--- src/rtl/mode_sequencer.sv ---
// Purpose: demo sequencer that steps VGA display modes on frame boundaries and ramps voffset.
// Latency: outputs registered; changes appear the cycle after the sampled frame_tick.
// Backpressure: skip_req is a held request answered by a 1-cycle skip_ack within one frame.
module mode_sequencer #(
   parameter int DWELL_FRAMES = 120,
   parameter int SCROLL_STEP  = 1
) (
   input  logic       clk,
   input  logic       reset,
   input  logic       frame_tick,
   input  logic       enable,
   input  logic       skip_req,
   output logic       skip_ack,
   output logic [7:0] seq_params,
   output logic [7:0] voffset,
   output logic       mode_change
);

   localparam int CW = $clog2(DWELL_FRAMES + 1);
   localparam logic [CW-1:0] DWELL_LAST = CW'(DWELL_FRAMES - 1);
   localparam logic [7:0]    SCROLL_INC = 8'(SCROLL_STEP);

   typedef enum logic {IDLE, DWELL} state_t;

   state_t        state_q, state_d;
   logic [2:0]    step_q, step_d;
   logic [3:0]    pass_q, pass_d;
   logic [7:0]    voffset_q, voffset_d;
   logic [CW-1:0] dwell_cnt_q, dwell_cnt_d;
   logic          skip_pend_q, skip_pend_d;
   logic          skip_req_q, skip_req_d;
   logic          skip_ack_q, skip_ack_d;
   logic          mode_change_q, mode_change_d;
   logic [7:0]    seq_params_q, seq_params_d;

   logic          skip_rise;
   logic          advance;

   // Step table: mode 0 (PASS) and mode 3 are skipped.
   function automatic logic [2:0] mode_of(input logic [2:0] step);
      case (step)
         3'd0:    mode_of = 3'd1;
         3'd1:    mode_of = 3'd2;
         3'd2:    mode_of = 3'd4;
         3'd3:    mode_of = 3'd5;
         3'd4:    mode_of = 3'd6;
         default: mode_of = 3'd7;
      endcase
   endfunction

   // Next-state: FSM, dwell counting, scroll ramp, step advance and skip handshake.
   always_comb begin
      state_d       = state_q;
      step_d        = step_q;
      pass_d        = pass_q;
      voffset_d     = voffset_q;
      dwell_cnt_d   = dwell_cnt_q;
      skip_pend_d   = skip_pend_q;
      skip_req_d    = skip_req;
      skip_ack_d    = 1'b0;
      mode_change_d = 1'b0;
      advance       = 1'b0;
      // A request still held after its ack does not re-arm until it drops.
      skip_rise     = skip_req & ~skip_req_q;

      case (state_q)
         IDLE: begin
            if (enable) state_d = DWELL;
            if (frame_tick && skip_pend_q) advance = 1'b1;
         end
         default: begin
            if (!enable) begin
               // Leaving DWELL freezes the sequence for this cycle.
               state_d = IDLE;
            end else if (frame_tick) begin
               if (dwell_cnt_q == DWELL_LAST || skip_pend_q) begin
                  advance = 1'b1;
               end else begin
                  dwell_cnt_d = dwell_cnt_q + 1'b1;
                  voffset_d   = voffset_q + SCROLL_INC;
               end
            end
         end
      endcase

      if (advance) begin
         step_d        = (step_q == 3'd5) ? 3'd0 : step_q + 3'd1;
         if (step_q == 3'd5) pass_d = pass_q + 4'd1;
         voffset_d     = 8'd0;
         dwell_cnt_d   = '0;
         mode_change_d = 1'b1;
         skip_ack_d    = skip_pend_q;
         skip_pend_d   = 1'b0;
      end

      // A request rising on a tick cycle waits for the following tick.
      if (skip_rise) skip_pend_d = 1'b1;

      seq_params_d = {1'b0, mode_of(step_d), pass_d};
   end

   // State and output registers with synchronous reset.
   always_ff @(posedge clk) begin
      if (reset) begin
         state_q       <= IDLE;
         step_q        <= 3'd0;
         pass_q        <= 4'd0;
         voffset_q     <= 8'd0;
         dwell_cnt_q   <= '0;
         skip_pend_q   <= 1'b0;
         skip_req_q    <= 1'b0;
         skip_ack_q    <= 1'b0;
         mode_change_q <= 1'b0;
         seq_params_q  <= 8'h10;
      end else begin
         state_q       <= state_d;
         step_q        <= step_d;
         pass_q        <= pass_d;
         voffset_q     <= voffset_d;
         dwell_cnt_q   <= dwell_cnt_d;
         skip_pend_q   <= skip_pend_d;
         skip_req_q    <= skip_req_d;
         skip_ack_q    <= skip_ack_d;
         mode_change_q <= mode_change_d;
         seq_params_q  <= seq_params_d;
      end
   end

   assign skip_ack    = skip_ack_q;
   assign seq_params  = seq_params_q;
   assign voffset     = voffset_q;
   assign mode_change = mode_change_q;

endmodule

--- config.mk ---
export PLATFORM = sky130hd
export DESIGN_NAME = mode_sequencer
export DESIGN_NICKNAME = d
export VERILOG_FILES = /design/src/rtl/mode_sequencer.sv
export SDC_FILE = /design/constraint.sdc
export NUM_CORES = 1
export LEC_CHECK = 0
export CAP_MARGIN = 20
export CELL_PAD_IN_SITES_DETAIL_PLACEMENT = 0
export CELL_PAD_IN_SITES_GLOBAL_PLACEMENT = 1
export CORE_AREA = 2 2 74 69
export DETAILED_ROUTE_END_ITERATION = 8
export DIE_AREA = 0 0 76 71
export MAX_ROUTING_LAYER = met4
export PLACE_DENSITY = 0.64
export SETUP_SLACK_MARGIN = 0.2
export SYNTH_ARGS = -nofsm -noshare
export SYNTH_HDL_FRONTEND = slang
export SYNTH_SLANG_ARGS = --single-unit
export TNS_END_PERCENT = 10
--- constraint.sdc ---
create_clock -name clk -period 5.35 [get_ports clk]
set_input_delay 1.07 -clock clk [delete_from_list [all_inputs] [get_ports clk]]
set_output_delay 1.07 -clock clk [all_outputs]
set_load 0.05 [all_outputs]
==> results of run 1 <==
-- cells in the final DEF (no fill, tap or decap), types with 2 or more instances in the layout --
cell type,count
clkbuf_8,5
and3_1,2
clkdlybuf4s50_1,21
nand4_1,3
clkbuf_1,2
nor2_1,25
xor2_1,6
nor2b_1,7
nand3_1,4
a21oi_1,4
nand2_1,13
xnor2_1,11
mux2_2,2
dfxtp_1,30
mux2i_1,2
inv_1,2
ha_1,3
nor3_1,8
-- cell usage after synthesis, drive strengths merged (2+ instances only) --
master	n
inv	2
dfxtp	30
xor2	6
nor2b	7
nor2	27
xnor2	11
and3	2
mux2	2
ha	3
nor3	8
buf	4
a21oi	6
nand4	3
nand3	4
nor3b	2
nand2	14
mux2i	2
-- registers in the layout, indices dropped and copies added, names as in the netlist --
name	cells
step_q	3
skip_ack	1
dwell_cnt_q	7
state_q	1
seq_params	4
pass_q	3
skip_pend_q	1
skip_req_q	1
voffset	8
mode_change	1
-- layer usage --
metal | up-vias | wire length (um) | part of all wire [%]
met5 | - | 0 | 0
met2 | 18 | 1190 | 47
met1 | 471 | 1190 | 47
li1 | 536 | - | -
met3 | 4 | 122 | 4.8
met4 | 0 | 27 | 1.1
-- power groups by stage --
| stage | Combinational [mW] | Sequential [mW] | Clock, mW |
|---|---|---|---|
| 2_1_floorplan | 0.0186 | 0.237 | 0 |
| 3_3_place_gp | 0.0280 | 0.234 | 0 |
| 3_5_place_dp | 0.0281 | 0.234 | 0 |
| 4_1_cts | 0.0281 | 0.229 | 0.172 |
| 5_1_grt | 0.0305 | 0.229 | 0.186 |
| 6_report | 0.0278 | 0.229 | 0.164 |
-- how the worst max path moves through the flow --
stage | slack [ns] | cells after the start | to | startpoint
floorplan | 3.21 | 5 | seq_params[5]$_SDFF_PP0_ | enable
detailed placement | 2.53 | 6 | seq_params[5]$_SDFF_PP0_ | enable
finish | 2.76 | 1 | voffset[3] | voffset[3]$_SDFFE_PP0P_
CTS | 2.74 | 1 | voffset[3] | voffset[3]$_SDFFE_PP0P_
global route | 2.69 | 1 | voffset[2] | voffset[2]$_SDFFE_PP0P_
global placement | 2.56 | 6 | seq_params[5]$_SDFF_PP0_ | enable
-- cell families after synthesis --
family,count (synthesis),share of synthesized area (%)
simple gates,73,28.0
flops,30,44.4
buf+inv,7,3.33
compound gates,12,7.04
fa+ha+maj,3,2.78
other cells,1,0.278
xor+xnor,17,11.0
mux,4,3.15
-- per-stage QoR --
step / total power, mW / instances / utilization (%) / area [um^2]
after floorplan: 0.256 / 147 / - / 1350
after global placement: 0.262 / 228 / 34.5 / 1610
after detailed placement: 0.262 / 228 / 34.5 / 1610
after CTS: 0.429 / 235 / 36.1 / 1680
after global routing: 0.446 / 235 / 36.1 / 1680
final: 0.421 / 235 / 36.1 / 1680
-- layout make-up --
cell class	instances	area, um^2	share of cell area, %
clock buffers	7	76.3	4.54
inverters	2	7.51	0.446
multi-input cells	110	706	42.0
flip-flops and latches	30	601	35.7
well taps	65	81.3	4.84
repair buffers	21	210	12.5
==> reports/qor.yml, run 1 <==
numCtsBuffers: 5
groute.usage.overall_pct: 11.2
start_util_pct: 29.0
internal_power_mw: 0.326
core_area_mm2: 0.00465
rows: 24
setup_viol_count_final: 0
ys_ff_latch: 30
fin_setup_tns_ns: 0
syn_nets: 155
ys.warnings.count: 0
clock_sinks: 30
routed_wl_um: 2530
busiest_layer: "met2"
synth_cells: 147
ys_seq_area_share_pct: 44.4
drv_slew: 0
slew_headroom_pct: 54.8
grt_max_degree: 22
grt-ovfl-total: 0
cts_setup_buffers: 0
pwr-share-comb_pct: 6.6
dr.first_iter.drc_count: 18
ant_nets: 0
area_growth_pct: 24.4
cp_slowest_cell: "clkdlybuf4s50_1"
vdd_ir_drop_max_mv: 0.0912
cp_max_fo: 5
drt_first_pass_iters: 2
hold_violations: 0
p_leak_nw: 0.560
fin_crit_sh_pct: 48.4
antenna_cells: 0
met2_usage_pct: 18.0
status: "completed"
drive_above_1_share_pct: 9.41
vias: 1029
hpwl_um: 1860
cts_htree_levels: 2
clock_latency_ns: 0.27
seq_power_share_pct: 54.4
max_stage_delay_ns: 0.84
die_w_um: 76
wl_per_cell_um: 10.8
worstHoldEndpoint: "dwell_cnt_q[1]$_SDFFE_PP0P_"
drt-vias-per-instance: 4.38
power.switching_mw: 0.0951
ys.flop_type: "dfxtp_1"
sw_frac_of_total_pct: 22.6
p_clk_share_pct: 39.0
min_from: "dwell_cnt_q[1]$_SDFFE_PP0P_"
fill_cells: 476
synth_edf_count: 0
ys_types: 39
antenna_found_initial: 0
cts_tree: "done"
path_clk_slew_ns: 0.06
crit_family: "buffers and inverters"
grt_pass1_wl_um: 4600
synth_top_cell_area_share_pct: 44.4
use_met1_pct: 12.4
ios: 23
route.detailed.drc: 0
cp_cell_sequence: "clkdlybuf4s50_1"
min_path_cells: 2
period_minus_slack_ns: 2.59
cts_max_path_buffers: 2
grt_pass1_vias: 1026
dieHeight_um: 71
end_kind: "output pin"
critPathBufInv: 1
synth_area_leaders: "dfxtp_1 44%, xnor2_1 7.1%, nor2_1 6.9%, xor2_1 3.9%, nand2_1 3.6%"
netlist_area_mm2: 0.00135
synth_top_area_cell: "dfxtp_1"
synthArstFlopShare_pct: 0
post_cts_resized: 0
setup_ws_ns: 2.76
cts_hold_buffers: 0
critical_path_required_ns: 4.28
cap_viol_max_count: 0
fmax_mhz: 386
fin_skew_ns: 0.00136
root_buffer: "clkbuf_8"
power_density_mw_per_mm2: 250
hold_class: "reg -> reg"
worstMarginPinSlew_ns: 0.676
reg2reg_slack_ns: 3.49
cp.arrival_ns: 1.52
crit_path_start_kind: "flip-flop"
timing.hold.ws_ns: 0.496
path_class: "reg -> out"
met3_usage_pct: 5.10
gp_congestion: 0.719
rsz0062_at_grt: "false"
synth.avg_cell_area_um2: 9.19
die_area_mm2: 0.00540
fin_nets: 178
io_buffers: 21
pre_cts_ws_ns: 2.53
r2r_cells: 6
r2r-start: "dwell_cnt_q[0]$_SDFFE_PP0P_"
r2r-end: "voffset[1]$_SDFFE_PP0P_"
(Power assumes the default switching activity.)
==> run 2, diff against run 1 <==
Settings changed: PLACE_DENSITY 0.64 to 0.66.
Clock period 5.35 ns to 2.14 ns, I/O delays scaled along.
==> reports/qor.yml, run 2 (synthesis results as in run 1) <==
cts_tree: "done"
clock_latency_ns: 0.27
fin_crit_sh_pct: 89.4
cp_max_fo: 4
route.detailed.drc: 0
hpwl_um: 1860
vdd_ir_drop_max_mv: 0.304
crit_path_start_kind: "flip-flop"
fin_nets: 181
cts_setup_buffers: 0
grt_pass1_wl_um: 4420
cts_htree_levels: 2
final_util_pct: 36.6
dieHeight_um: 71
ant_nets: 0
critical_path_required_ns: 1.71
cp_cell_sequence: "clkdlybuf4s50_1"
setup_viol_count_final: 0
reg2reg_slack_ns: 0.30
rsz0062_at_grt: "true"
fin_setup_tns_ns: 0
root_buffer: "clkbuf_8"
rows: 24
worstMarginPinSlew_ns: 0.505
io_buffers: 21
hold_violations: 0
groute.usage.overall_pct: 10.6
fin_skew_ns: 0.00328
critPathBufInv: 1
start_util_pct: 29.0
gp_congestion: 0.766
wl_per_cell_um: 10.7
slew_headroom_pct: 66.3
numCtsBuffers: 5
max_stage_delay_ns: 0.83
cts_max_path_buffers: 2
ios: 23
drt_first_pass_iters: 4
period_minus_slack_ns: 1.91
grt-ovfl-total: 0
cp_slowest_cell: "clkdlybuf4s50_1"
clock_sinks: 30
end_kind: "output pin"
path_class: "reg -> out"
area_growth_pct: 26.2
cp.arrival_ns: 1.48
largest_reg_flops: 8
antenna_found_initial: 0
p_leak_nw: 0.599
drive_above_1_share_pct: 11.6
die_area_mm2: 0.00540
antenna_cells: 0
drt-vias-per-instance: 4.43
dr.first_iter.drc_count: 31
power_mw: 1.06
cap_viol_max_count: 0
layout_common_cells: "30 x dfxtp_1, 25 x nor2_1, 19 x clkdlybuf4s50_1"
die_w_um: 76
core_area_mm2: 0.00465
power_density_mw_per_mm2: 620
crit_family: "buffers and inverters"
hold_class: "reg -> reg"
grt_max_degree: 16
fmax_mhz: 523
final_common_cell: "dfxtp_1"
path_clk_slew_ns: 0.06
vias: 1055
status: "completed"
routed_wl_um: 2550
drv_slew: 0
grt_pass1_vias: 998
run 2: what timing repair did:
| item | in CTS | in global routing |
|---|---|---|
| endpoints found under the setup margin | 2 | 20 |
| hold buffers | 0 | 0 |
| resized for setup | 1 | 2 |
run 2: final cells by class:
type | instances | area (um^2)
fill | 461 | 2950
multi-input combinational | 110 | 706
sequential | 30 | 601
timing repair buffer | 24 | 234
tap | 65 | 81.3
clock buffer | 7 | 76.3
inverter | 2 | 7.51
run 2: path summary, 6_finish.rpt:
| path | to | start | cells past startpoint |
|---|---|---|---|
| setup / recovery | voffset[4] | voffset[4]$_SDFFE_PP0P_ | 1 |
| hold / removal | dwell_cnt_q[1]$_SDFFE_PP0P_ | dwell_cnt_q[1]$_SDFFE_PP0P_ | 2 |
| setup reg to reg | seq_params[5]$_SDFF_PP0_ | dwell_cnt_q[0]$_SDFFE_PP0P_ | 6 |
| hold reg to reg | dwell_cnt_q[1]$_SDFFE_PP0P_ | dwell_cnt_q[1]$_SDFFE_PP0P_ | 2 |
run 2: metal layers:
metal	vias up	global-route usage, %	share of wire [%]
met5	-	-	0
met4	0	4.24	0.71
met3	2	4.34	4.4
met2	21	16.2	45
met1	491	12.5	50
li1	541	-	-
run 2: stage by stage:
step / hold WS [ns] / area (um^2) / cells / setup WS, ns
floorplan: 0.445 / 1350 / 147 / 0.461
global placement: 0.460 / 1630 / 231 / 0.0118
detailed placement: 0.465 / 1630 / 231 / 0.00263
CTS: 0.474 / 1700 / 238 / 0.180
global route: 0.512 / 1710 / 238 / 0.160
finish: 0.477 / 1710 / 238 / 0.228
run 2: power by group:
group          internal, mW  leakage, nW  switching (mW)
clock                 0.223       0.0383           0.189
sequential            0.566        0.243         0.00610
combinational        0.0288        0.318          0.0446
total                 0.818        0.599           0.239
==> run 3, diff against run 2 <==
Settings changed: SETUP_SLACK_MARGIN 0.2 to not set.
==> reports/qor.yml, run 3 (synthesis results as in run 1) <==
r2r_cells: 6
path_clk_slew_ns: 0.06
gp_congestion: 0.766
cts_tree: "done"
routed_wl_um: 2550
setup_viol_count_final: 0
fin_setup_tns_ns: 0
hpwl_um: 1860
hold_class: "reg -> reg"
cap_viol_max_count: 0
design_area_mm2: 0.00170
seq_power_share_pct: 54.1
antenna_found_initial: 0
fin_nets: 181
r2r-end: "dwell_cnt_q[1]$_SDFFE_PP0P_"
p_leak_nw: 0.575
period_minus_slack_ns: 1.97
layout.area.seq_um2: 601
p_clk_share_pct: 38.9
cp.arrival_ns: 1.54
die_w_um: 76
dieHeight_um: 71
drive_above_1_share_pct: 11.0
r2r-start: "dwell_cnt_q[0]$_SDFFE_PP0P_"
reg2reg_slack_ns: 0.30
grt_pass1_vias: 998
ios: 23
clock_latency_ns: 0.27
area_growth_pct: 26.1
root_buffer: "clkbuf_8"
antenna_cells: 0
hold_violations: 0
start_util_pct: 29.0
drt_first_pass_iters: 4
power_density_mw_per_mm2: 621
final_common_cell: "dfxtp_1"
wl_per_cell_um: 10.7
timing.hold.ws_ns: 0.478
slew_headroom_pct: 65.6
dp_cells: 231
largest_reg_flops: 8
fin_cells: 238
power.switching_mw: 0.240
place_area_mm2: 0.00163
io_buffers: 21
critPathBufInv: 1
dr.first_iter.drc_count: 31
crit_path_start_kind: "flip-flop"
cp-startpoint: "voffset[3]$_SDFFE_PP0P_"
vdd_ir_drop_max_mv: 0.304
fmax_mhz: 509
grt_max_degree: 16
cp_cell_sequence: "clkdlybuf4s50_1"
cts_max_path_buffers: 2
path_class: "reg -> out"
max_stage_delay_ns: 0.84
internal_power_mw: 0.818
worstMarginPinSlew_ns: 0.516
die_area_mm2: 0.00540
grt-ovfl-total: 0
core_area_mm2: 0.00465
critical_path_required_ns: 1.71
fin_skew_ns: 0.00295
rsz0062_at_grt: "false"
cts_hold_buffers: 0
power_mw: 1.06
wl_met3_um: 115
status: "completed"
ant_nets: 0
multi_input_area_um2: 706
cp_slowest_cell: "clkdlybuf4s50_1"
cts_setup_buffers: 0
cp_max_fo: 5
crit_path_end: "voffset[3]"
end_kind: "output pin"
sw_frac_of_total_pct: 22.6
clock_sinks: 30
crit_family: "buffers and inverters"
drv_slew: 0
vias: 1053
grt_pass1_wl_um: 4420
m1WireLength_um: 1260
numCtsBuffers: 5
cts_htree_levels: 2
fin_crit_sh_pct: 91.8
route.detailed.drc: 0
rows: 24
post_cts_resized: 0
fill_cells: 461
top_layer: "met4"
path_depth: 1
wl_met2_um: 1150
pwr-share-comb_pct: 6.9
layout_common_cells: "30 x dfxtp_1, 25 x nor2_1, 21 x clkdlybuf4s50_1"
drt-vias-per-instance: 4.42
groute.usage.overall_pct: 10.6
==> run 3: per-stage QoR <==
stage                     util (%)  setup slack, ns
after floorplan                  -            0.461
after global placement        35.0           0.0118
after detailed placement      35.0          0.00263
after CTS                     36.6            0.178
after global routing          36.6            0.137
final                         36.6            0.175
==> run 3: cell type report <==
class / count / share of cell area, %
Clock buffer: 7 / 4.48
Inverter: 2 / 0.441
Multi-Input combinational cell: 110 / 41.4
Sequential cell: 30 / 35.2
Tap cell: 65 / 4.77
Timing Repair Buffer: 24 / 13.7
==> run 3: how the worst min path moves through the flow <==
stage                           startpoint                          end  slack, ns  cells after the start
6_report       dwell_cnt_q[1]$_SDFFE_PP0P_  dwell_cnt_q[1]$_SDFFE_PP0P_       0.48                      2
2_1_floorplan  dwell_cnt_q[1]$_SDFFE_PP0P_  dwell_cnt_q[1]$_SDFFE_PP0P_       0.44                      2
3_5_place_dp   dwell_cnt_q[1]$_SDFFE_PP0P_  dwell_cnt_q[1]$_SDFFE_PP0P_       0.47                      2
4_1_cts        dwell_cnt_q[1]$_SDFFE_PP0P_  dwell_cnt_q[1]$_SDFFE_PP0P_       0.47                      2
3_3_place_gp   dwell_cnt_q[1]$_SDFFE_PP0P_  dwell_cnt_q[1]$_SDFFE_PP0P_       0.46                      2
5_1_grt        dwell_cnt_q[1]$_SDFFE_PP0P_  dwell_cnt_q[1]$_SDFFE_PP0P_       0.51                      2
==> run 3: power groups by stage <==
stage	logic (mW)	clock network, mW	registers (mW)
floorplan	0.0465	0	0.593
global placement	0.0728	0	0.585
detailed placement	0.0740	0	0.585
CTS	0.0742	0.431	0.572
global route	0.0793	0.463	0.573
finish	0.0732	0.412	0.572
==> run 3: worst register-to-register path, stage by stage (launching register included) <==
cell	delay [ns]
dfxtp_1	0.33
ha_1	0.22
and3_1	0.25
a21oi_4	0.30
nor2_4	0.08
or2_1	0.41
a21oi_1	0.19
==> run 3: per-layer routing <==
| metal | global-route usage, % | vias to the layer above |
|---|---|---|
| met5 | - | - |
| met4 | 4.24 | 0 |
| met3 | 4.34 | 2 |
| met2 | 16.2 | 21 |
| met1 | 12.5 | 490 |
| li1 | - | 540 |
